<file path="src/rtl/p_mul_drv.sv">
// Queues multiply commands and issues them one at a time to the packed multiplier, returning tagged results.
// Accept at t -> mul_valid at t+2; mul_ready at u -> rsp_valid at u+1; cmd_ready drops when full or faulted, issue stalls on an unconsumed response.

module p_mul_fifo #(
   parameter int W     = 8,
   parameter int DEPTH = 4
) (
   input  logic         clock,
   input  logic         reset,
   input  logic         push_vld,
   input  logic [W-1:0] push_dat,
   input  logic         pop,
   output logic [W-1:0] head_dat,
   output logic         full,
   output logic         empty
);
   localparam int AW = $clog2(DEPTH);
   localparam logic [AW:0] PTR_ONE = 1;

   logic [W-1:0] mem [DEPTH];
   logic [AW:0]  wr_ptr;
   logic [AW:0]  rd_ptr;

   assign empty    = (wr_ptr == rd_ptr);
   assign full     = (wr_ptr[AW-1:0] == rd_ptr[AW-1:0]) && (wr_ptr[AW] != rd_ptr[AW]);
   assign head_dat = mem[rd_ptr[AW-1:0]];

   always_ff @(posedge clock) begin
      if (reset) begin
         wr_ptr <= '0;
         rd_ptr <= '0;
      end else begin
         if (push_vld && !full) wr_ptr <= wr_ptr + PTR_ONE;
         if (pop && !empty)     rd_ptr <= rd_ptr + PTR_ONE;
      end
   end

   always_ff @(posedge clock) begin
      if (push_vld && !full) mem[wr_ptr[AW-1:0]] <= push_dat;
   end
endmodule

module p_mul_drv #(
   parameter int DEPTH   = 4,
   parameter int TAG_W   = 4,
   parameter int TIMEOUT = 64
) (
   input  logic             clock,
   input  logic             reset,
   input  logic             cmd_valid,
   output logic             cmd_ready,
   input  logic [1:0]       cmd_op,
   input  logic [4:0]       cmd_pw,
   input  logic [31:0]      cmd_rs1,
   input  logic [31:0]      cmd_rs2,
   input  logic [TAG_W-1:0] cmd_tag,
   output logic             mul_valid,
   input  logic             mul_ready,
   output logic             mul_l,
   output logic             mul_h,
   output logic             clmul,
   output logic [4:0]       mul_pw,
   output logic [31:0]      mul_crs1,
   output logic [31:0]      mul_crs2,
   input  logic [31:0]      mul_result,
   output logic             rsp_valid,
   input  logic             rsp_ready,
   output logic [31:0]      rsp_result,
   output logic [TAG_W-1:0] rsp_tag,
   output logic             rsp_err,
   output logic             fault
);
   typedef struct packed {
      logic [1:0]       op;
      logic [4:0]       pw;
      logic [31:0]      rs1;
      logic [31:0]      rs2;
      logic [TAG_W-1:0] tag;
   } cmd_t;

   typedef enum logic [1:0] {IDLE, ISSUE, FAULT} state_t;

   localparam int CW = $clog2(TIMEOUT + 1);
   localparam logic [CW-1:0] CNT_LAST = CW'(TIMEOUT - 1);
   localparam logic [CW-1:0] CNT_ONE  = 1;

   state_t           state, state_nxt;
   cmd_t             push_cmd, head;
   logic             fifo_full, fifo_empty, pop;
   logic [CW-1:0]    cnt;
   logic [TAG_W-1:0] issue_tag;
   logic             issue_load, cnt_clr, cnt_inc, fault_set;
   logic             rsp_load, rsp_err_nxt;
   logic [31:0]      rsp_result_nxt;
   logic [TAG_W-1:0] rsp_tag_nxt;

   // Held low through the reset cycle itself, not just after it.
   assign cmd_ready = !fifo_full && !fault && !reset;

   assign push_cmd = '{op: cmd_op, pw: cmd_pw, rs1: cmd_rs1, rs2: cmd_rs2, tag: cmd_tag};

   p_mul_fifo #(.W($bits(cmd_t)), .DEPTH(DEPTH)) u_fifo (
      .clock    (clock),
      .reset    (reset),
      .push_vld (cmd_valid && cmd_ready),
      .push_dat (push_cmd),
      .pop      (pop),
      .head_dat (head),
      .full     (fifo_full),
      .empty    (fifo_empty)
   );

   always_ff @(posedge clock) begin
      if (reset) state <= IDLE;
      else       state <= state_nxt;
   end

   always_comb begin
      state_nxt      = state;
      pop            = 1'b0;
      issue_load     = 1'b0;
      cnt_clr        = 1'b0;
      cnt_inc        = 1'b0;
      fault_set      = 1'b0;
      rsp_load       = 1'b0;
      rsp_err_nxt    = 1'b0;
      rsp_result_nxt = '0;
      rsp_tag_nxt    = issue_tag;
      case (state)
         IDLE: begin
            // The response slot must be free, or freed this cycle, before a pop.
            if (!fifo_empty && (!rsp_valid || rsp_ready)) begin
               pop     = 1'b1;
               cnt_clr = 1'b1;
               if (head.op == 2'b11) begin
                  rsp_load    = 1'b1;
                  rsp_err_nxt = 1'b1;
                  rsp_tag_nxt = head.tag;
               end else begin
                  issue_load = 1'b1;
                  state_nxt  = ISSUE;
               end
            end
         end
         ISSUE: begin
            if (mul_ready) begin
               rsp_load       = 1'b1;
               rsp_result_nxt = mul_result;
               state_nxt      = IDLE;
            end else if (cnt == CNT_LAST) begin
               rsp_load    = 1'b1;
               rsp_err_nxt = 1'b1;
               fault_set   = 1'b1;
               state_nxt   = FAULT;
            end else begin
               cnt_inc = 1'b1;
            end
         end
         FAULT:   state_nxt = FAULT;
         default: state_nxt = IDLE;
      endcase
   end

   always_ff @(posedge clock) begin
      if (reset) begin
         mul_valid  <= 1'b0;
         mul_l      <= 1'b0;
         mul_h      <= 1'b0;
         clmul      <= 1'b0;
         mul_pw     <= '0;
         mul_crs1   <= '0;
         mul_crs2   <= '0;
         issue_tag  <= '0;
         cnt        <= '0;
         rsp_valid  <= 1'b0;
         rsp_result <= '0;
         rsp_tag    <= '0;
         rsp_err    <= 1'b0;
         fault      <= 1'b0;
      end else begin
         mul_valid <= (state_nxt == ISSUE);
         if (issue_load) begin
            mul_l     <= (head.op == 2'b00);
            mul_h     <= (head.op == 2'b01);
            clmul     <= (head.op == 2'b10);
            mul_pw    <= head.pw;
            mul_crs1  <= head.rs1;
            mul_crs2  <= head.rs2;
            issue_tag <= head.tag;
         end
         if (cnt_clr)      cnt <= '0;
         else if (cnt_inc) cnt <= cnt + CNT_ONE;
         if (rsp_load) begin
            rsp_valid  <= 1'b1;
            rsp_result <= rsp_result_nxt;
            rsp_tag    <= rsp_tag_nxt;
            rsp_err    <= rsp_err_nxt;
         end else if (rsp_ready) begin
            rsp_valid <= 1'b0;
         end
         if (fault_set) fault <= 1'b1;
      end
   end
endmodule

</file>
<file path="config.mk">
export PLATFORM = sky130hd
export DESIGN_NAME = p_mul_drv
export DESIGN_NICKNAME = d
export VERILOG_FILES = /design/src/rtl/p_mul_drv.sv
export SDC_FILE = /design/constraint.sdc
export NUM_CORES = 1
export LEC_CHECK = 0
export ABC_AREA = 1
export CELL_PAD_IN_SITES_DETAIL_PLACEMENT = 0
export CELL_PAD_IN_SITES_GLOBAL_PLACEMENT = 1
export CORE_MARGIN = 3
export CORE_UTILIZATION = 39
export DETAILED_ROUTE_END_ITERATION = 12
export PLACE_DENSITY = 0.79
export SLEW_MARGIN = 20
export SYNTH_ARGS = -nofsm -noshare
export SYNTH_HDL_FRONTEND = slang
export SYNTH_SLANG_ARGS = --single-unit
export TNS_END_PERCENT = 30
</file>
<file path="constraint.sdc">
create_clock -name clock -period 5.4 [get_ports clock]
set_input_delay 1.08 -clock clock [delete_from_list [all_inputs] [get_ports clock]]
set_output_delay 1.08 -clock clock [all_outputs]
set_load 0.02 [all_outputs]
</file>
* Word-level counts from Yosys, hierarchy flattened *
Memories as Yosys holds them, arrays and structs flattened. A register that Yosys moved wholly into a read port is not among the register bits.
Cells that the tools add are included.

word-level totals
  flip-flop bits (word level) = 131
  output and inout bits = 113
  bits in writable memories = 300
  memories = 1
  word-level logic and storage cells = 80
  bits of input ports = 112

operators by class
  muxes and demuxes = 32
  add/sub/neg operators = 3
  equal/unequal tests = 10
  reductions and logical operators = 17

memory list
  memory      depth  width  rd ports  clocked after memory_dff  wr ports  line  text
  u_fifo.mem  4      75     1         1                         1         20    logic [W-1:0] mem [DEPTH];

operators by type and width
  cell                                                              number
  32-bit two-way mux                                                2
  1-bit two-way mux                                                 18
  2-bit two-way mux                                                 6
  4-bit two-way mux                                                 3
  7-bit by 1-bit adder with 7-bit output (second input constant)    1
  7-bit by 6-bit == test with 1-bit output (second input constant)  1
  1-bit logical AND                                                 7
  3-bit by 1-bit adder with 3-bit output (second input constant)    2
  2-bit by 1-bit == test with 1-bit output (second input constant)  3
  2-bit == test (second input constant)                             3
  2-bit case mux with 3 select lines                                1
  1-bit logical NOT                                                 5
  2-bit logical NOT                                                 2
  1-bit case mux with 2 select lines                                2
  3-bit == test                                                     1
  2-bit == test                                                     1
  2-bit nonzero test                                                1
  2-bit OR reduction                                                1
  1-bit logical OR                                                  1
  1-bit inequality test                                             1

* Longest topological paths before layout *
Gate-level depths: netlist of run 1.

  depth in word-level cells = 9
  mapped depth = 13

* By module *
From an unflattened synthesis of run 1, not the netlist that was laid out.

second synthesis, totals
  cells, all modules = 1,538
  area, all modules = 17,530.6 sq um

by module, submodules not included
  module      area an instance (sq um)  cells each  instances  seq. area each (sq um)
  p_mul_fifo  12,358.1                  801         1          9,168.8
  p_mul_drv   5,172.5                   737         1          2,502.4

* Least setup slack after synthesis of run 1 *
No wires, ideal clock.

  kind = input port to flip-flop
  start = input port reset
  end = memory u_fifo.mem[0][0] in the netlist's numbering, enable pin
  data arrival time = 4,939 ps
  required time = 4,891 ps
  path slack = -48 ps
  cell stages on the path = 6
  buffers on the path = 1
  setup time = 509 ps
  cells stage by stage = clkbuf_1 > nor2_1 > o21ai_0 > inv_1 > nand2_1 > nor2_1

between the ends
  longest elaborated chain between the ends = 6

ends and longest elaborated chain
  what                                     line  text
  start, declared                          49    input logic reset,
  1-bit logical NOT                        98    assign cmd_ready = !fifo_full && !fault && !reset;
  1-bit logical AND                        98
  net cmd_ready                            51    output logic cmd_ready,
  1-bit logical AND                        105   .push_vld (cmd_valid && cmd_ready),
  1-bit logical AND                        39    if (push_vld && !full) mem[wr_ptr[AW-1:0]] <= push_dat;
  1-bit two-way mux                        39
  1-bit two-way mux (implied by the code)  39
  end, declared                            20

The timed path passes the listed nets, and every way through them passes these cells.

* Worst setup path after layout of run 1 *
  start = input port reset
  end = output port cmd_ready

between the ends
  longest elaborated chain between the ends = 2

ends and longest elaborated chain
  what               line
  1-bit logical NOT  98
  1-bit logical AND  98
  end, declared      51

Every way passes these cells.

==> results of run 1 <==
[tightest hold or removal path, stage by stage (launching register included)]
cell	delay, ps
dfxtp_1	300
inv_1	50
a21oi_1	50
[sequential cells by signal, indices dropped and copies added (netlist names), 4 cells and up, named ones only]
signal      cells
cnt             7
issue_tag       4
mul_crs1       32
mul_crs2       32
mul_pw          5
rsp_result     32
rsp_tag         4
u_fifo.mem    300
[per-stage QoR]
stage	instances	setup TNS, ps
after floorplan	1458	-14310
after global placement	2143	0
after detailed placement	2143	0
after CTS	2226	0
after global routing	2227	0
final	2228	0
[synthesized netlist by cell type (6+ instances only)]
| cell | n |
|---|---|
| o22ai_1 | 69 |
| a21oi_1 | 43 |
| buf_2 | 20 |
| clkbuf_1 | 41 |
| inv_1 | 45 |
| nor2_1 | 342 |
| nand2_2 | 28 |
| nand3_1 | 26 |
| o21ai_0 | 200 |
| edfxtp_1 | 300 |
| dfxtp_1 | 133 |
| ha_1 | 6 |
| o21ai_1 | 21 |
| buf_6 | 10 |
| nand2_1 | 94 |
| buf_4 | 18 |
| nor2_2 | 15 |
| o21ai_2 | 6 |
[per-layer routing]
metal	vias up	wire, um	GRT usage
met3	84	1990	0.0306
met4	4	1230	0.0656
li1	5464	-	-
met1	5347	17200	0.228
met2	282	19300	0.288
met5	-	25	0
[kinds of logic after synthesis]
family / synth area share
AND/OR/NAND/NOR: 0.139
buffers and inverters: 0.0435
AO/OA/AOI/OAI: 0.111
adder cells (fa/ha/maj): 0.00451
XOR/XNOR: 0.00210
flip-flops: 0.701
[path summary, 6_finish.rpt]
path,from,endpoint,slack (ps),cells after the start
max,reset,cmd_ready,1560,6
min,clmul,clmul,450,2
max reg2reg,flip-flop,mul_crs2[18],2400,9
min reg2reg,clmul,clmul,450,2
[layout make-up]
type	instances	area, um2
well taps	539	674
repair buffers	237	2380
inverters	52	208
flip-flops and latches	433	11700
clock buffers	56	1250
fillers	3705	21200
multi-input cells	882	4290
diodes	2	5.00
clock inverters	27	324
[where the power goes]
part	leakage (uW)	internal [uW]	switching (uW)
sequential	0.00382	3930	286
combinational	0.00279	1160	2060
clock	0.000765	1950	1300
total	0.00737	7030	3640
[layout by cell type (no fill, tap or decap), drive strengths merged, types with 13 or more instances in the layout]
| cell type | instances |
|---|---|
| nor2 | 362 |
| edfxtp | 300 |
| o21ai | 227 |
| clkdlybuf4s50 | 224 |
| dfxtp | 133 |
| nand2 | 127 |
| o22ai | 69 |
| clkbuf | 56 |
| inv | 54 |
| a21oi | 43 |
| nand3 | 31 |
| clkinv | 15 |
| buf | 13 |
==> flow_summary.toml, run 1 <==
[setup_path]
crit_top_cell = "clkdlybuf4s50_1"
criticalPathCategory = "primary input to primary output"
startpoint_type = "primary input"
cpLargestDelayFamily = "buffers and inverters"
crit_slowest_cell = "clkdlybuf4s50_1"
worst_setup_path_end_kind = "primary output"
cp_data_required_time_ps = 4320
cp_num_buf_inv = 4
cp.arrival_ps = 2760
slowest_delay_ps = 680
crit_fanout = 26
path_cells = "clkdlybuf4s50_1 > buf_4 > nor2_1 > o21ai_0 > inv_1 > clkdlybuf4s50_1"

[global_route]
grtUsageTotal = 0.173
grt-ovfl-total = 0
antenna_found_initial = 4
grt_max_degree = 102
grt_pass1_wl_um = 61500
grt_pass1_vias = 11300

[cts]
cts_htree_levels = 2
cts_resized = 0
cts.sinks = 433
cts_tree = "built"
clk_latency_ps = 580
post_cts_buffers = 0
clock_path_buffers = 3
ctsHoldBuffers = 0
root_buffer = "clkbuf_16"
clk_pin_slew_ps = 60
cts_buffers = 45

[finish]
drive_above_1_share = 0.0984
fin_area_mm2 = 0.0208
area_growth_pct = 24.9
final_core_util = 0.495
fin_nets = 1769

[power]
p_per_area_mw_per_mm2 = 513
total_power_uw = 10700
p_leak_uw = 0.00737
ir_drop_mv = 0.400

[route]
wire_per_inst_um = 17.8
drc_errors = 0
postRouteAntennaNets = 0
dr.pass1.iters = 5
drt_iter0_drc = 800
drt-vias-per-instance = 5.02
vias = 11200
wl_um = 39700

[synthesis]
avgSynthCellArea_um2 = 11.4
synth_seq_cells = 433
synth-edff-count = 300
netlist_instances = 1458
synthesis.nets = 1576
synthFlopType = "edfxtp_1"
ys_seq_area_frac = 0.701
synth-async-reset-ratio = 0
synth.area.top_cells = "edfxtp_1 (54%), dfxtp_1 (16%), nor2_1 (7.7%)"
synth_cell_types = 34
synth_area_mm2 = 0.0167
synth_top_area_share = 0.541
synth_top_area_cell = "edfxtp_1"
yosys_warnings = 0

[flow_run]
cap_violations = 0

[die]
die_h_um = 213
core-area_mm2 = 0.0420
start_util = 0.396
row_count = 75
die_w_um = 213
pin_count = 225
dieArea_mm2 = 0.0452

[sta]
final_max_slew_viol_count = 0
hold_viol = 0
fmax_mhz = 260
maxSlewHeadroom = 0.373
setup_viol = 0
fin_skew_ps = 19.4
rsz0062_at_grt = "no"
tightest_slew_ps = 940
min_period_ps = 3840
layout_setup_ws_ps = 1560
finalCritPeriodShare = 0.712
whs_ps = 446

[placement]
place_congestion = 0.736
dpl_worst_slack_ps = 1560
place_hpwl_um = 23000
placed_cell_area_mm2 = 0.0192
numPortBuffers = 224

[run_status]
status = "complete, no violations"

[hold_path]
hold_path_class = "flip-flop to flip-flop"
Note: power is estimated with default switching activity, not from simulation.
==> run 2: changes to the inputs <==
==> constraint.sdc (replaced) <==
create_clock -name clock -period 3.4 [get_ports clock]
set_input_delay 0.68 -clock clock [delete_from_list [all_inputs] [get_ports clock]]
set_output_delay 0.68 -clock clock [all_outputs]
set_load 0.02 [all_outputs]
==> run 2 against run 1 <==
Against the previous run:
- critical path depth rose by 1
- clock skew fell by 5.0 ps
- clock power rose by 48%
- sequential share of layout area fell by 0.12 points
- first-iteration DRC count rose by 0.38%
- non-clock buffer count rose by 12
- combinational power rose by 65%
- setup slack got worse by 1000 ps
==> flow_summary.toml, run 2 (synthesis gave the netlist of run 1 again) <==
[setup_path]
startpoint_type = "flip-flop"
cp.arrival_ps = 2160
cp.depth = 7
path_cells = "inv_2 > nand2_1 > nand2_1 > nand2_1 > o21ai_0 > inv_1 > clkdlybuf4s50_1"
r2r_cells = 9
crit_top_cell = "nand2_1"
worst_setup_path_end_kind = "primary output"
cp_data_required_time_ps = 2720
slowest_delay_ps = 640
cpLargestDelayFamily = "buffers and inverters"
crit_fanout = 5
cp_num_buf_inv = 3
criticalPathCategory = "flip-flop to primary output"
crit_slowest_cell = "clkdlybuf4s50_1"

[sta]
fin_skew_ps = 14.4
min_period_ps = 2840
setup_viol = 0
hold_viol = 0
finalCritPeriodShare = 0.836
final_max_slew_viol_count = 0
rsz0062_at_grt = "no"
fmax_mhz = 352
maxSlewHeadroom = 0.523
tightest_slew_ps = 715

[power]
p_per_area_mw_per_mm2 = 801
p_leak_uw = 0.00740
total_power_uw = 16700
ir_drop_mv = 0.635

[global_route]
grt_pass1_wl_um = 61900
grtUsageTotal = 0.175
grt_max_degree = 78
grt_pass1_vias = 11100
grt-ovfl-total = 0
antenna_found_initial = 6

[run_status]
status = "complete, no violations"

[finish]
drive_above_1_share = 0.0996
fin_nets = 1781
area.sequential_mm2 = 0.0117
multi_input_comb_area_mm2 = 0.00429
area_growth_pct = 25.2
final_core_util = 0.496
largest_reg_flops = 300
n_fill_cell = 3714
layout_commonest_cell = "nor2_1"
final_cell_mix = "nor2_1 (338), edfxtp_1 (300), clkdlybuf4s50_1 (224), o21ai_0 (200), dfxtp_1 (131)"

[cts]
clock_path_buffers = 3
post_cts_buffers = 0
ctsHoldBuffers = 0
cts_resized = 0
cts_tree = "built"
cts_htree_levels = 2
cts.sinks = 433
cts_buffers = 45
root_buffer = "clkbuf_16"
clk_pin_slew_ps = 60
clk_latency_ps = 560

[hold_path]
hold_path_class = "flip-flop to flip-flop"
whs_path_depth = 2

[placement]
place_congestion = 0.760
place_hpwl_um = 24200
numPortBuffers = 224

[flow_run]
cap_violations = 0

[die]
start_util = 0.396
die_w_um = 213
row_count = 75
pin_count = 225
dieArea_mm2 = 0.0452
core-area_mm2 = 0.0420
die_h_um = 213

[route]
wl_um = 39800
drc_errors = 0
dr.pass1.iters = 5
drt_iter0_drc = 803
postRouteAntennaNets = 0
drt-vias-per-instance = 5.00
wire_per_inst_um = 17.8
vias = 11200
run 2: worst register-to-register path, delay by kind of cell, from the launching register on:
kind,cells,cell delay (ps)
AO/OA/AOI/OAI,1,80
buffers and inverters,3,570
flip-flops,1,420
AND/OR/NAND/NOR,5,1030
run 2: path summary, 6_finish.rpt:
check,start,endpoint,slack (ps)
max reg2reg,u_fifo.wr_ptr[0],u_fifo.mem[0][68],1000
max,u_fifo.wr_ptr[0],cmd_ready,560
min,clmul,clmul,450
min reg2reg,clmul,clmul,450
run 2: where the power goes:
group | internal, uW | switching, uW | leakage [uW]
Sequential | 6240 | 362 | 0.00382
Clock | 2840 | 1960 | 0.000710
Combinational | 1920 | 3380 | 0.00287
run 2: area by class of cell:
type / instances / share of cell area
inverter: 52 / 0.00984
sequential: 433 / 0.560
clock buffer: 68 / 0.0635
tap: 539 / 0.0323
antenna: 2 / 0.000240
multi-input combinational: 882 / 0.206
timing repair buffer: 249 / 0.122
clock inverter: 13 / 0.00636
run 2: stage by stage:
| step | setup WS, ps | TNS [ps] | hold WS [ps] | cells | instance area (um2) |
|---|---|---|---|---|---|
| after detailed placement | 477 | 0 | 441 | 2155 | 19400 |
| after global routing | 398 | 0 | 481 | 2236 | 20800 |
| after global placement | 466 | 0 | 430 | 2155 | 19400 |
| final | 558 | 0 | 445 | 2238 | 20900 |
| after floorplan | -435 | -130540 | 442 | 1458 | 16700 |
| after CTS | 516 | 0 | 450 | 2236 | 20800 |
run 2: per-layer routing:
layer	global-route usage	vias to the layer above	share of wire
met1	0.233	5333	0.44
met4	0.0512	10	0.020
met3	0.0407	66	0.065
met5	0	-	0.0017
met2	0.287	301	0.47
li1	-	5476	-
